File: config.mk
export PLATFORM = sky130hd
export DESIGN_NAME = vec_wb_queue
export DESIGN_NICKNAME = d
export VERILOG_FILES = /design/src/rtl/vec_wb_queue.sv
export SDC_FILE = /design/constraint.sdc
export NUM_CORES = 1
export LEC_CHECK = 0
export CELL_PAD_IN_SITES_DETAIL_PLACEMENT = 0
export CELL_PAD_IN_SITES_GLOBAL_PLACEMENT = 1
export CORE_MARGIN = 2
export CORE_UTILIZATION = 40
export DETAILED_ROUTE_END_ITERATION = 7
export GPL_ROUTABILITY_DRIVEN = 0
export PLACE_DENSITY = 0.72
export SYNTH_ARGS = -nofsm -noshare
export SYNTH_HDL_FRONTEND = slang
export SYNTH_SLANG_ARGS = --single-unit
File: constraint.sdc
create_clock -name clk -period 5 [get_ports clk]
set_input_delay 0.5 -clock clk [delete_from_list [all_inputs] [get_ports clk]]
set_output_delay 0.5 -clock clk [all_outputs]
set_load 0.05 [all_outputs]
File: src/rtl/vec_wb_queue.sv
// vec_wb_queue: in-order writeback buffer between the vector execute lanes and
// the 8-entry register file write port. It buffers up to DEPTH results, drains
// one per cycle, and exposes per-register pending bits and youngest-value
// forwarding for two decode read ports.
//
// Ports:
//   clk, rst_n                 clock, asynchronous active-low reset
//   in_valid/in_ready          result handshake from execute
//   in_addr, in_data           destination register and result value
//   hold                       freeze draining (pushes still accepted)
//   we, wr_addr, wr_data       register file write port (head entry)
//   rd_addr1, rd_addr2         decode read addresses
//   fwd1_hit/data, fwd2_*      youngest queued value for each read address
//   busy                       bit r set while any queued entry targets r
//   count                      number of queued entries
module vec_wb_queue #(
   parameter int unsigned WIDTH = 32,
   parameter int unsigned DEPTH = 4
) (
   input  logic                     clk,
   input  logic                     rst_n,
   input  logic                     in_valid,
   output logic                     in_ready,
   input  logic [2:0]               in_addr,
   input  logic [WIDTH-1:0]         in_data,
   input  logic                     hold,
   output logic                     we,
   output logic [2:0]               wr_addr,
   output logic [WIDTH-1:0]         wr_data,
   input  logic [2:0]               rd_addr1,
   input  logic [2:0]               rd_addr2,
   output logic                     fwd1_hit,
   output logic [WIDTH-1:0]         fwd1_data,
   output logic                     fwd2_hit,
   output logic [WIDTH-1:0]         fwd2_data,
   output logic [7:0]               busy,
   output logic [$clog2(DEPTH):0]   count
);

   localparam int unsigned AW = $clog2(DEPTH);
   localparam int unsigned CW = AW + 1;

   logic [2:0]       addr_mem [DEPTH];
   logic [WIDTH-1:0] data_mem [DEPTH];
   logic [AW-1:0]    wr_ptr;
   logic [AW-1:0]    rd_ptr;
   logic [CW-1:0]    count_q;
   logic             push;
   logic             pop;

   // Acceptance depends on occupancy only; a full queue refuses input even
   // if the head is popping this cycle.
   assign in_ready = (count_q < CW'(DEPTH));
   assign push     = in_valid && in_ready;
   assign pop      = (count_q != '0) && !hold;
   assign count    = count_q;

   // Pointers and occupancy; pointers wrap naturally since DEPTH is 2^AW.
   always_ff @(posedge clk or negedge rst_n) begin
      if (!rst_n) begin
         wr_ptr  <= '0;
         rd_ptr  <= '0;
         count_q <= '0;
      end else begin
         if (push) wr_ptr <= wr_ptr + AW'(1);
         if (pop)  rd_ptr <= rd_ptr + AW'(1);
         case ({push, pop})
            2'b10:   count_q <= count_q + CW'(1);
            2'b01:   count_q <= count_q - CW'(1);
            default: count_q <= count_q;
         endcase
      end
   end

   // Entry storage; stale slots are masked by count, so no reset is needed.
   always_ff @(posedge clk) begin
      if (push) begin
         addr_mem[wr_ptr] <= in_addr;
         data_mem[wr_ptr] <= in_data;
      end
   end

   // Register file write port driven from the head entry.
   always_comb begin
      we      = 1'b0;
      wr_addr = '0;
      wr_data = '0;
      if (pop) begin
         we      = 1'b1;
         wr_addr = addr_mem[rd_ptr];
         wr_data = data_mem[rd_ptr];
      end
   end

   // Pending mask and forwarding. Entries are walked oldest to youngest so
   // the last match left standing is the youngest one.
   always_comb begin
      logic [AW-1:0] idx;
      busy      = '0;
      fwd1_hit  = 1'b0;
      fwd1_data = '0;
      fwd2_hit  = 1'b0;
      fwd2_data = '0;
      idx       = '0;
      for (int unsigned i = 0; i < DEPTH; i++) begin
         idx = rd_ptr + AW'(i);
         if (CW'(i) < count_q) begin
            busy[addr_mem[idx]] = 1'b1;
            if (addr_mem[idx] == rd_addr1) begin
               fwd1_hit  = 1'b1;
               fwd1_data = data_mem[idx];
            end
            if (addr_mem[idx] == rd_addr2) begin
               fwd2_hit  = 1'b1;
               fwd2_data = data_mem[idx];
            end
         end
      end
   end

endmodule

==> flow_summary.json <==
{
  "ys_top_cells_by_area": "edfxtp_1 (33%), mux4_2 (13%), mux2i_1 (6.0%)",
  "tightest_slew_ns": 1.15,
  "diodes": 0,
  "ys_types": 46,
  "end_kind": "primary output",
  "crit_chain": "buf_4 > mux4_2 > xnor2_2 > o2111ai_1 > o211ai_1 > a31o_1 > clkdlybuf4s50_1",
  "maxCapViolations": 0,
  "grtUsageMet1": 0.352,
  "die_x_um": 184,
  "cp_max_fo": 51,
  "postCtsHoldBufs": 0,
  "setup_viol": 0,
  "synthCells": 1249,
  "synth_nets": 1302,
  "synth_common_cells": "nand2_1 (146), edfxtp_1 (140), and2_1 (101)",
  "drive_gt1_frac": 0.235,
  "vias": 11213,
  "skew_ns": 0.00508,
  "grt_overflow_total": 0,
  "die_h_um": 184,
  "nNetsFinal": 1383,
  "cts_tree": "done",
  "grt_pass1_vias": 10984,
  "clk-insertion-delay-late_ns": 0.44,
  "synth_top_area_frac": 0.326,
  "ctsLongestPathBuffers": 2,
  "cts-root-buf": "clkbuf_16",
  "min_path_type": "primary input to async pin",
  "yosysMostFrequentCell": "nand2_1",
  "clock-sinks": 147,
  "synth_flop_cell": "edfxtp_1",
  "rr_startpoint": "count[2]",
  "grt_util_met3": 0.0442,
  "grt_pass1_wl_mm": 66.5,
  "syn_to_final_growth_pct": 18.5,
  "critPathMaxStageDelay_ns": 0.84,
  "crit_path_start_kind": "flop",
  "core-area_sq_um": 31600,
  "drc": 0,
  "viasPerCell": 6.43,
  "fin_crit_ns": 4.62,
  "dp_hpwl_mm": 28.2,
  "antenna_found_initial": 3,
  "ys_seq_area_frac": 0.339,
  "async_reset_ff_frac": 0.0476,
  "synth_enable_flop_cells": 140,
  "die_area_sq_um": 33700,
  "hold_viol_final": 0,
  "use_met2": 0.417,
  "outcome": "finished, final reports clean",
  "synthesis.area_sq_um": 12900,
  "fmax_mhz": 217,
  "port-buffer-count": 158,
  "cts_made_buffers": 17,
  "syn_area_per_cell_sq_um": 10.3,
  "ys_warn_count": 0,
  "startpoint": "rd_ptr[1]",
  "yosys.area.top_type": "edfxtp_1",
  "critPathCapture": "fwd1_data[30]",
  "required_ns": 4.50,
  "wirelength_mm": 43.2,
  "tns_ns": 0,
  "cp.arrival_ns": 4.12,
  "worst_r2r_path_depth": 8,
  "post_cts_resized": 0,
  "wire_per_inst_um": 24.8,
  "rows": 65,
  "yosys_register_bits": 147,
  "post_cts_buffers": 0,
  "crit_slowest_cell": "xnor2_2",
  "antenna_left": 0,
  "grtUsageTotal": 0.259,
  "clk_pin_slew_worst_paths_ns": 0.06,
  "reg2reg_slack_ns": 2.32,
  "relSlewSlack": 0.230,
  "io-pin-count": 159,
  "finalCritPeriodShare": 0.924,
  "initial_core_util": 0.408,
  "grt_max_degree": 66,
  "drtIter0Drc": 1070,
  "crit_type": "flop to primary output",
  "rsz0062_at_grt": "false",
  "busiest_layer": "met2",
  "htree_levels": 4,
  "firstDrtPassIters": 6,
  "slew_violations": 0,
  "reg2reg_to": "count[2]"
}
how the worst min path moves through the flow:
| stage | startpoint | endpoint | cells past startpoint |
|---|---|---|---|
| 3_3_place_gp | wr_ptr[1] | wr_ptr[1] | 2 |
| 2_1_floorplan | rst_n | count[0] | 0 |
| 5_1_grt | rst_n | count[2] | 1 |
| 4_1_cts | rst_n | wr_ptr[0] | 1 |
| 6_report | rst_n | wr_ptr[0] | 1 |
| 3_5_place_dp | wr_ptr[1] | wr_ptr[1] | 2 |
area by class of cell:
type / instances / area [sq um]
clock buffers: 17 / 425
inverters: 12 / 45.0
fillers: 2868 / 16300
well taps: 402 / 503
flip-flops and latches: 147 / 4390
multi-input cells: 947 / 7960
repair buffers: 205 / 1800
clock inverters: 15 / 170
flip-flops by register name, summed over array words and instances, names as in the netlist:
name      flops
data_mem    128
addr_mem     12
count         3
rd_ptr        2
wr_ptr        2
kinds of logic (layout without fill, tap and decap cells):
group                    after synthesis  after routing  synth area share
AO/OA/AOI/OAI                        283            283             0.166
adder cells (fa/ha/maj)                8              8           0.00775
buffers and inverters                155            249            0.0581
multiplexers                         218            218             0.249
AND/OR/NAND/NOR                      409            409             0.157
flip-flops                           147            147             0.339
XOR/XNOR                              29             29            0.0232
per-layer routing:
metal	wire length, um	up-vias
li1	-	5044
met1	18400	5549
met2	20600	542
met3	3300	74
met4	927	4
met5	30	-
through the flow:
step	instances	hold WS [ns]	setup slack (ns)	util	area, sq um
6_report	1745	0.339	0.382	0.483	15300
3_5_place_dp	1713	0.632	0.855	0.465	14700
4_1_cts	1745	0.336	0.364	0.483	15300
3_3_place_gp	1713	0.611	0.863	0.465	14700
5_1_grt	1745	0.343	0.132	0.483	15300
2_1_floorplan	1249	0.204	1.08	-	12900
critical path, delay by kind of cell, from the launching register on:
family                 cells  cell delay (ns)
buffers and inverters      2             1.25
XOR/XNOR                   1             0.84
AO/OA/AOI/OAI              3             0.66
flip-flops                 1             0.48
multiplexers               1             0.43
layout by cell type (no fill, tap or decap), types with 3 or more instances in the layout:
| master | instances |
|---|---|
| a31o_2 | 3 |
| nand3_1 | 3 |
| and2_2 | 4 |
| buf_4 | 108 |
| inv_1 | 12 |
| mux2i_4 | 4 |
| and2_1 | 97 |
| inv_6 | 6 |
| mux2_2 | 65 |
| o22a_1 | 4 |
| nand2_1 | 146 |
| edfxtp_1 | 140 |
| clkbuf_16 | 17 |
| nand2b_1 | 8 |
| ha_1 | 8 |
| dfrtp_1 | 5 |
| xnor2_4 | 5 |
| nor2_1 | 74 |
| o21ai_0 | 67 |
| xnor2_1 | 16 |
| o2111ai_1 | 66 |
| xnor2_2 | 5 |
| clkdlybuf4s50_1 | 95 |
| or2_2 | 5 |
| nand4_1 | 65 |
| mux2i_1 | 73 |
| o211ai_1 | 63 |
| a31o_1 | 61 |
| mux4_2 | 76 |
| o221ai_1 | 8 |
Power is not shown: default switching activity piles up to over one toggle a cycle in this logic, so the estimate is an artifact.
